===== config.mk =====
export PLATFORM = sky130hd
export DESIGN_NAME = fsb_master_arbiter
export DESIGN_NICKNAME = d
export VERILOG_FILES = /design/src/rtl/fsb_arb_pkg.sv /design/src/rtl/fsb_arb_rr_pick.sv /design/src/rtl/fsb_master_arbiter.sv
export SDC_FILE = /design/constraint.sdc
export NUM_CORES = 1
export LEC_CHECK = 0
export CORE_AREA = 2 2 172 174
export DETAILED_ROUTE_END_ITERATION = 8
export DIE_AREA = 0 0 174 176
export DONT_BUFFER_PORTS = 1
export PLACE_DENSITY = 0.48
export SLEW_MARGIN = 30
export SYNTH_ARGS = -nofsm -noshare
export SYNTH_HDL_FRONTEND = slang
export SYNTH_SLANG_ARGS = --single-unit

===== constraint.sdc =====
create_clock -name clk_i -period 2.7 [get_ports clk_i]
set_clock_uncertainty 0.1 [all_clocks]
set_input_delay 0.54 -clock clk_i [delete_from_list [all_inputs] [get_ports clk_i]]
set_output_delay 0.54 -clock clk_i [all_outputs]
set_load 0.005 [all_outputs]

===== src/rtl/fsb_arb_pkg.sv =====
// Shared types for the FSB master arbiter: arbiter state and the default packet shape.
package fsb_arb_pkg;

    localparam int unsigned FSB_WIDTH = 80;

    typedef logic [FSB_WIDTH-1:0] fsb_pkt_t;

    typedef enum logic {
        IDLE   = 1'b0,
        LOCKED = 1'b1
    } arb_state_e;

endpackage : fsb_arb_pkg


===== src/rtl/fsb_arb_rr_pick.sv =====
// Combinational round-robin picker.
// Scans last_i+1, last_i+2, ... (mod num_req_p) and returns the first eligible index.
//   elig_i     : eligible requesters
//   last_i     : index the scan starts after
//   grant_v_o  : some requester is eligible
//   grant_oh_o : one-hot grant
//   grant_id_o : binary grant
module fsb_arb_rr_pick #(
    parameter int unsigned num_req_p  = 4,
    parameter int unsigned id_width_p = $clog2(num_req_p)
) (
    input  logic [num_req_p-1:0]  elig_i,
    input  logic [id_width_p-1:0] last_i,
    output logic                  grant_v_o,
    output logic [num_req_p-1:0]  grant_oh_o,
    output logic [id_width_p-1:0] grant_id_o
);

    logic                  found;
    logic [id_width_p-1:0] idx;

    // First hit wins; later hits are masked by found.
    always_comb begin
        found      = 1'b0;
        idx        = '0;
        grant_id_o = '0;
        grant_oh_o = '0;
        for (int unsigned k = 1; k <= num_req_p; k++) begin
            idx = id_width_p'((32'(last_i) + k) % num_req_p);
            if (!found && elig_i[idx]) begin
                found      = 1'b1;
                grant_id_o = idx;
            end
        end
        if (found) begin
            grant_oh_o[grant_id_o] = 1'b1;
        end
    end

    assign grant_v_o = found;

endmodule : fsb_arb_rr_pick


===== src/rtl/fsb_master_arbiter.sv =====
// Round-robin arbiter with bounded bursts sharing one FSB master path among
// num_req_p requesters, through a one-entry registered output buffer.
//   clk_i, reset_n_i : clock, async active-low reset
//   en_i, req_v_i    : per-requester enable and packet valid
//   req_data_i       : packed requester packets, requester i at [fsb_width_p*i +: fsb_width_p]
//   req_yumi_o       : packet taken from requester i this cycle (combinational)
//   fsb_v_o, fsb_data_o, grant_id_o : buffered packet, its valid and source index
//   fsb_yumi_i       : downstream consumed the buffered packet
module fsb_master_arbiter
    import fsb_arb_pkg::*;
#(
    parameter int unsigned fsb_width_p = FSB_WIDTH,
    parameter int unsigned num_req_p   = 4,
    parameter int unsigned burst_len_p = 4
) (
    input  logic                             clk_i,
    input  logic                             reset_n_i,
    input  logic [num_req_p-1:0]             en_i,
    input  logic [num_req_p-1:0]             req_v_i,
    input  logic [num_req_p*fsb_width_p-1:0] req_data_i,
    output logic [num_req_p-1:0]             req_yumi_o,
    output logic                             fsb_v_o,
    output logic [fsb_width_p-1:0]           fsb_data_o,
    input  logic                             fsb_yumi_i,
    output logic [$clog2(num_req_p)-1:0]     grant_id_o
);

    localparam int unsigned ID_W  = $clog2(num_req_p);
    localparam int unsigned CNT_W = $clog2(burst_len_p + 1);

    arb_state_e             state_q, state_d;
    logic [CNT_W-1:0]       cnt_q, cnt_d;
    logic [ID_W-1:0]        last_q, last_d;
    logic [ID_W-1:0]        gnt_q, gnt_d;
    logic [ID_W-1:0]        grant_id_q, grant_id_d;
    logic                   fsb_v_q, fsb_v_d;
    logic [fsb_width_p-1:0] fsb_data_q, fsb_data_d;

    logic [num_req_p-1:0]   elig, gnt_oh, pick_oh, sel_oh;
    logic [ID_W-1:0]        scan_from, pick_id, sel_id;
    logic [fsb_width_p-1:0] sel_data;
    logic                   load, keep, pick_v, sel_v, consume;

    assign elig = req_v_i & en_i;
    assign load = ~fsb_v_q | fsb_yumi_i;

    // While locked the grantee is the most recently served requester, so rotation
    // starts after it; once idle, last_q already holds that index.
    assign scan_from = (state_q == LOCKED) ? gnt_q : last_q;

    fsb_arb_rr_pick #(
        .num_req_p  (num_req_p),
        .id_width_p (ID_W)
    ) u_rr_pick (
        .elig_i     (elig),
        .last_i     (scan_from),
        .grant_v_o  (pick_v),
        .grant_oh_o (pick_oh),
        .grant_id_o (pick_id)
    );

    // Grantee one-hot for the keep path.
    always_comb begin
        gnt_oh        = '0;
        gnt_oh[gnt_q] = 1'b1;
    end

    assign keep    = (state_q == LOCKED) && elig[gnt_q] && (cnt_q < CNT_W'(burst_len_p));
    assign sel_v   = keep | pick_v;
    assign sel_oh  = keep ? gnt_oh : pick_oh;
    assign sel_id  = keep ? gnt_q : pick_id;
    assign consume = reset_n_i & load & sel_v;

    assign req_yumi_o = consume ? sel_oh : '0;

    // One-hot AND-OR data mux.
    always_comb begin
        sel_data = '0;
        for (int unsigned i = 0; i < num_req_p; i++) begin
            sel_data = sel_data | ({fsb_width_p{sel_oh[i]}} & req_data_i[i*fsb_width_p +: fsb_width_p]);
        end
    end

    // Next state, burst count, pointers and output buffer; nothing moves on a stall.
    always_comb begin
        state_d    = state_q;
        cnt_d      = cnt_q;
        last_d     = last_q;
        gnt_d      = gnt_q;
        fsb_v_d    = fsb_v_q;
        fsb_data_d = fsb_data_q;
        grant_id_d = grant_id_q;
        if (consume) begin
            fsb_v_d    = 1'b1;
            fsb_data_d = sel_data;
            grant_id_d = sel_id;
            state_d    = LOCKED;
            if (keep) begin
                cnt_d = cnt_q + CNT_W'(1);
            end else begin
                cnt_d = CNT_W'(1);
                gnt_d = sel_id;
                if (state_q == LOCKED) begin
                    last_d = gnt_q;
                end
            end
        end else if (load) begin
            fsb_v_d = 1'b0;
            if (state_q == LOCKED) begin
                state_d = IDLE;
                last_d  = gnt_q;
                cnt_d   = '0;
            end
        end
    end

    always_ff @(posedge clk_i or negedge reset_n_i) begin
        if (!reset_n_i) begin
            state_q    <= IDLE;
            cnt_q      <= '0;
            last_q     <= ID_W'(num_req_p - 1);
            gnt_q      <= '0;
            grant_id_q <= '0;
            fsb_v_q    <= 1'b0;
            fsb_data_q <= '0;
        end else begin
            state_q    <= state_d;
            cnt_q      <= cnt_d;
            last_q     <= last_d;
            gnt_q      <= gnt_d;
            grant_id_q <= grant_id_d;
            fsb_v_q    <= fsb_v_d;
            fsb_data_q <= fsb_data_d;
        end
    end

    assign fsb_v_o    = fsb_v_q;
    assign fsb_data_o = fsb_data_q;
    assign grant_id_o = grant_id_q;

    // Downstream must not consume an empty buffer.
    a_yumi_needs_valid: assert property (@(posedge clk_i) disable iff (!reset_n_i)
        fsb_yumi_i |-> fsb_v_q);

endmodule : fsb_master_arbiter

==> flow_metrics.py, run 1 <==
metrics = {
    "status": {
        "status": "finished with violations",
        "violations": "negative hold slack",
    },
    "logic_synthesis": {
        "ys.flop_type": "dfrtp_1",
        "synth_area_um2": 9890,
        "synth-seq-cells": 90,
        "netlist_top_cells_area": "dfrtp_1 (22%), a41oi_2 (13%), o211ai_2 (10%)",
        "ys.warnings.count": 0,
        "syn_nets": 1474,
        "yosysUniqueCellTypes": 55,
        "avgSynthCellArea_um2": 8.66,
        "async_flop_share": 1.00,
        "synth_edf_count": 0,
        "yosysTopAreaCellShare": 0.223,
        "synth_area_leader_cell": "dfrtp_1",
        "yosysSeqAreaShare": 0.228,
        "synthCells": 1142,
    },
    "power_and_ir_drop": {
        "leakage_nw": 3.28,
        "vdd_ir_drop_max_mv": 0.652,
        "power_density_nw_per_um2": 842,
    },
    "cells_and_area": {
        "fillers": 2952,
        "final_cell_area_um2": 10700,
        "final_util": 0.374,
        "diodes": 0,
        "syn2layout_area_growth_pct": 8.00,
        "seq_area_um2": 2260,
        "nets": 1372,
        "multiInputGateArea_um2": 6920,
        "drive_above_1_share": 0.241,
    },
    "setup_path": {
        "worstSetupEndpointType": "primary output",
        "cp.required_ps": 2060,
        "start_kind": "flip-flop",
        "critPathMaxStageDelay_ps": 470,
        "cp_data_arrival_time_ps": 2010,
        "crit_fanout": 6,
        "path_class": "reg2out",
        "crit_chain": "mux2_4, o31a_4, o211a_4, a22oi_1, nor2_1",
        "crit_slowest_cell": "dfrtp_2",
    },
    "clocking": {
        "cts_tree": "built",
        "clock_sinks": 90,
        "ctsHtreeMaxLevel": 3,
        "clock_latency_ps": 350,
        "clkTransAtPathRegs_ps": 80,
        "clk_path_buf_depth": 2,
        "clockRootBuffer": "clkbuf_16",
        "cts_buffers": 9,
    },
    "routing": {
        "wl_per_cell_um": 30.5,
        "vias": 10300,
        "drt_iter0_markers": 942,
        "vias_per_cell": 7.21,
        "postRouteAntennaNets": 0,
        "drc": 0,
        "drt-total-wl_mm": 43.6,
        "dr.pass1.iters": 5,
    },
    "floorplan": {
        "coreArea_um2": 28500,
        "die_w_um": 174,
        "initial_core_util": 0.346,
        "die_h_um": 176,
        "rows": 62,
        "io_pins": 418,
        "dieArea_um2": 30600,
    },
    "place": {
        "gp_congestion": 0.833,
        "port_buffers": 0,
        "place_ws_ps": 161,
        "place_area_um2": 10200,
        "dp_hpwl_mm": 26.9,
    },
    "sta": {
        "maxSlewViolCount": 0,
        "period_share": 0.980,
        "worst_pin_slew_ps": 994,
        "slew_headroom": 0.337,
        "whs_ps": -229,
        "finalHoldViolations": 90,
        "fin_ws_ps": 54.3,
        "fmax_mhz": 378,
        "setup_violations": 0,
        "setup_tns_ps": 0,
        "fin_crit_ps": 2650,
    },
    "grt": {
        "grt_first_pass_wirelength_mm": 64.6,
        "antenna_found_initial": 1,
        "overflow": 0,
        "grt_max_degree": 93,
        "grt_pass1_vias": 10600,
        "grt_usage": 0.269,
    },
    "min_path": {
        "min_path_type": "in2async",
    },
    "flow_run": {
        "maxCapViolations": 0,
    },
}
## report_power, final
part           total (W)  internal, W  switching (W)
clock network    0.00142     0.000777       0.000646
logic            0.00511      0.00188        0.00323
registers        0.00246      0.00191       0.000547
total            0.00899      0.00457        0.00442
## worst max-delay path: cells and delay by family (launching register included)
kind	cells	cell delay, ps
multiplexers	1	370
AND/OR/NAND/NOR	1	100
flip-flops	1	470
AO/OA/AOI/OAI	3	720
## kinds of logic (layout without fill, tap and decap cells)
logic type | Yosys count | after routing | synth area share
AO/OA/AOI/OAI | 600 | 600 | 0.536
AND/OR/NAND/NOR | 278 | 278 | 0.142
buffers and inverters | 166 | 69 | 0.0825
flip-flops | 90 | 90 | 0.228
multiplexers | 7 | 7 | 0.00962
adder cells (fa/ha/maj) | 1 | 1 | 0.00127
## flip-flops by register name, indices dropped and copies added (netlist names)
| register | count |
|---|---|
| grant_id_o | 2 |
| last_q | 2 |
| fsb_data_o | 80 |
| cnt_q | 3 |
| fsb_v_o | 1 |
| gnt_q | 2 |
## per-stage QoR
stage / total power [W] / instances / hold slack (ps)
2_1_floorplan: 0.00590 / 1142 / 144
3_3_place_gp: 0.00738 / 1403 / 148
3_5_place_dp: 0.00743 / 1403 / 147
4_1_cts: 0.00896 / 1424 / -248
5_1_grt: 0.00950 / 1429 / -254
6_report: 0.00899 / 1429 / -229
## cell usage after synthesis, drive strengths merged, types with 2 or more instances
cell type and count:
o211ai 161, clkbuf 112, dfrtp 88, nor2 87, o21ai 87, a31oi 85, nand3 85, a22oi 83
a21boi 80, a41oi 80, and3 80, buf 51, nand2 10, a21oi 6, mux2 4, and2 3
inv 3, mux2i 3, nor2b 3, a211oi 2, a22o 2, a31o 2, dfstp 2, nand2b 2
nand4 2, nor3 2, o221ai 2, o31a 2, o31ai 2
## final cells by class
class	instances	area share
Multi-Input combinational cell	886	0.648
Sequential cell	90	0.211
Timing Repair Buffer	50	0.0653
Tap cell	384	0.0450
Clock buffer	11	0.0237
Clock inverter	5	0.00574
Inverter	3	0.00105
## timing repair
item                                   4_1_cts  5_1_grt
endpoints found under the hold margin       90       90
cloned                                       1        1
buffers inserted                             4        4
gates resized for setup                      3        4
pin swaps                                    3        4
setup endpoints to repair                    3        3
## routing by layer
layer  track usage  routed length (um)
met2         0.464               21400
met1         0.322               16900
met5             0                   0
met4        0.0896                 997
met3        0.0769                4310
## worst paths after layout
| kind | start | endpoint | slack (ps) | cells after the start |
|---|---|---|---|---|
| max | fsb_v_o | req_yumi_o[2] | 50 | 5 |
| min | reset_n_i | fsb_data_o[71] | -230 | 0 |
| max reg2reg | gnt_q[1] | fsb_data_o[46] | 170 | 8 |
| min reg2reg | grant_id_o[1] | grant_id_o[1] | 450 | 2 |
| max in group asynchronous | reset_n_i | last_q[0] | 2500 | 0 |
| min in group clk_i | fsb_yumi_i | cnt_q[2] | 260 | 2 |
## layout by cell type, fill, tap and decap left out, types with 22 or more instances in the layout
cell type and instances:
nand3_1 85, a22oi_1 83, buf_4 25, and3_1 80
o21ai_0 82, dfrtp_1 86, nor2_1 86, o211ai_2 79
a21boi_0 70, a31oi_1 85, a41oi_2 79, o211ai_1 82
buf_12 22
No activity file was read; power rests on OpenSTA's default activity.
==> run 2: changes to the inputs <==
--- a/config.mk
+++ b/config.mk
@@ -9,8 +9,10 @@
 export DETAILED_ROUTE_END_ITERATION = 8
 export DIE_AREA = 0 0 174 176
 export DONT_BUFFER_PORTS = 1
+export HOLD_SLACK_MARGIN = 0.12
 export PLACE_DENSITY = 0.48
-export SLEW_MARGIN = 30
+export SETUP_SLACK_MARGIN = 0.05
+export SLEW_MARGIN = 25
 export SYNTH_ARGS = -nofsm -noshare
 export SYNTH_HDL_FRONTEND = slang
 export SYNTH_SLANG_ARGS = --single-unit
==> flow_metrics.py, run 2 (synthesized netlist as in run 1, its figures left out) <==
metrics = {
    "sta": {
        "slew_headroom": 0.336,
        "fmax_mhz": 384,
        "setup_violations": 0,
        "maxSlewViolCount": 0,
        "grt_setup_unrepaired": "true",
        "worst_pin_slew_ps": 997,
        "finalHoldViolations": 90,
        "setup_tns_ps": 0,
        "period_share": 0.965,
        "fin_crit_ps": 2610,
        "whs_ps": -228,
    },
    "setup_path": {
        "cp.required_ps": 2060,
        "crit_slowest_cell": "dfrtp_2",
        "critPathBufInv": 0,
        "crit_chain": "mux2_4, o31a_4, o211a_4, a22oi_2, nor2_2",
        "path_class": "reg2out",
        "r2r_start": "fsb_v_o",
        "crit_fanout": 5,
        "crit_path_start": "fsb_v_o",
        "critPathTopFamily": "compound AO/OA/AOI/OAI gates",
        "start_kind": "flip-flop",
        "critPathMaxStageDelay_ps": 470,
        "cp_data_arrival_time_ps": 1970,
        "worstSetupEndpointType": "primary output",
    },
    "status": {
        "status": "finished with violations",
        "violations": "negative hold slack",
    },
    "routing": {
        "drc": 0,
        "drt_iter0_markers": 898,
        "drt-total-wl_mm": 43.6,
        "dr.pass1.iters": 5,
        "postRouteAntennaNets": 0,
        "vias": 10400,
        "vias_per_cell": 7.23,
        "wl_per_cell_um": 30.4,
    },
    "cells_and_area": {
        "layout_common_cells": "dfrtp_1 (86), nand3_1 (85), a31oi_1 (85)",
        "syn2layout_area_growth_pct": 8.75,
        "fillers": 2940,
        "drive_above_1_share": 0.250,
        "final_common_cell": "dfrtp_1",
        "diodes": 0,
        "nets": 1376,
        "largest_register_ffs": 80,
    },
    "grt": {
        "grt_pass1_vias": 10600,
        "antenna_found_initial": 0,
        "overflow": 0,
        "grt_max_degree": 93,
        "grt_usage": 0.271,
        "grt_first_pass_wirelength_mm": 65.0,
    },
    "floorplan": {
        "initial_core_util": 0.346,
        "dieArea_um2": 30600,
        "die_h_um": 176,
        "io_pins": 418,
        "coreArea_um2": 28500,
        "rows": 62,
        "die_w_um": 174,
    },
    "power_and_ir_drop": {
        "power_density_nw_per_um2": 842,
        "vdd_ir_drop_max_mv": 0.656,
        "leakage_nw": 3.31,
    },
    "clocking": {
        "ctsHtreeMaxLevel": 3,
        "clkTransAtPathRegs_ps": 80,
        "cts_tree": "built",
        "clock_sinks": 90,
        "clk_path_buf_depth": 2,
        "clockRootBuffer": "clkbuf_16",
        "cts_buffers": 9,
        "clock_latency_ps": 350,
    },
    "place": {
        "port_buffers": 0,
        "gp_congestion": 0.833,
        "dp_hpwl_mm": 26.9,
    },
    "flow_run": {
        "maxCapViolations": 0,
    },
    "min_path": {
        "min_path_type": "in2async",
    },
}
[run 2: cell count changes in the layout (fill, tap and decap cells not counted), moves of 2 or more]
| cell | delta |
|---|---|
| a22oi_2 | +2 |
| nor2_1 | -2 |
| nor2_2 | +2 |
| a22oi_1 | -2 |
| buf_4 | +3 |
[run 2: metrics by stage]
step | setup slack (ps) | power (W) | util | instances | area (um^2)
2_1_floorplan | 122 | 0.00590 | - | 1142 | 9890
3_3_place_gp | 229 | 0.00738 | 0.358 | 1403 | 10200
3_5_place_dp | 161 | 0.00743 | 0.358 | 1403 | 10200
4_1_cts | 26.8 | 0.00902 | 0.373 | 1427 | 10700
5_1_grt | 19.7 | 0.00957 | 0.377 | 1433 | 10800
6_report | 94.0 | 0.00906 | 0.377 | 1433 | 10800
[run 2: where the power goes]
group | total, W | switching [W] | internal (W)
logic | 0.00518 | 0.00325 | 0.00193
clock network | 0.00142 | 0.000643 | 0.000777
registers | 0.00246 | 0.000547 | 0.00191
[run 2: layout make-up]
| class | count | area, um^2 | share of cell area |
|---|---|---|---|
| Clock buffer | 11 | 253 | 0.0235 |
| Multi-Input combinational cell | 886 | 6950 | 0.646 |
| Timing Repair Buffer | 54 | 738 | 0.0687 |
| Clock inverter | 5 | 61.3 | 0.00570 |
| Inverter | 3 | 11.3 | 0.00105 |
| Tap cell | 384 | 480 | 0.0447 |
| Sequential cell | 90 | 2260 | 0.210 |
[run 2: per-layer routing]
layer | up-vias | share of wire | GRT usage | routed length (um)
li1 | 4399 | - | - | -
met1 | 5269 | 0.39 | 0.324 | 16800
met2 | 629 | 0.49 | 0.465 | 21300
met3 | 67 | 0.10 | 0.0790 | 4450
met4 | 0 | 0.023 | 0.0942 | 998
met5 | - | 0 | 0 | 0
[run 2: path summary, 6_finish.rpt]
kind / to / slack, ps / cells after the start
max in group asynchronous: last_q[0] / 2510 / 0
worst max-delay path: req_yumi_o[2] / 90 / 5
worst max register to register: fsb_data_o[50] / 150 / 8
worst min-delay path: fsb_data_o[71] / -230 / 0
min in group clk_i: cnt_q[2] / 270 / 2
worst min register to register: grant_id_o[1] / 450 / 2
[run 2: timing repair]
action                                 4_1_cts  5_1_grt
endpoints found under the hold margin       90       90
gates resized for setup                      4       11
buffers inserted                             6        6
pin swaps                                    6        5
cloned                                       2        0
setup endpoints to repair                    4        4
==> run 3: changes to the inputs <==
--- a/config.mk
+++ b/config.mk
@@ -12,7 +12,7 @@
 export HOLD_SLACK_MARGIN = 0.12
 export PLACE_DENSITY = 0.48
 export SETUP_SLACK_MARGIN = 0.05
-export SLEW_MARGIN = 25
+export SLEW_MARGIN = 20
 export SYNTH_ARGS = -nofsm -noshare
 export SYNTH_HDL_FRONTEND = slang
 export SYNTH_SLANG_ARGS = --single-unit
==> results of run 3 <==
No change in the layout: final DEF, timing and power equal those of run 2.
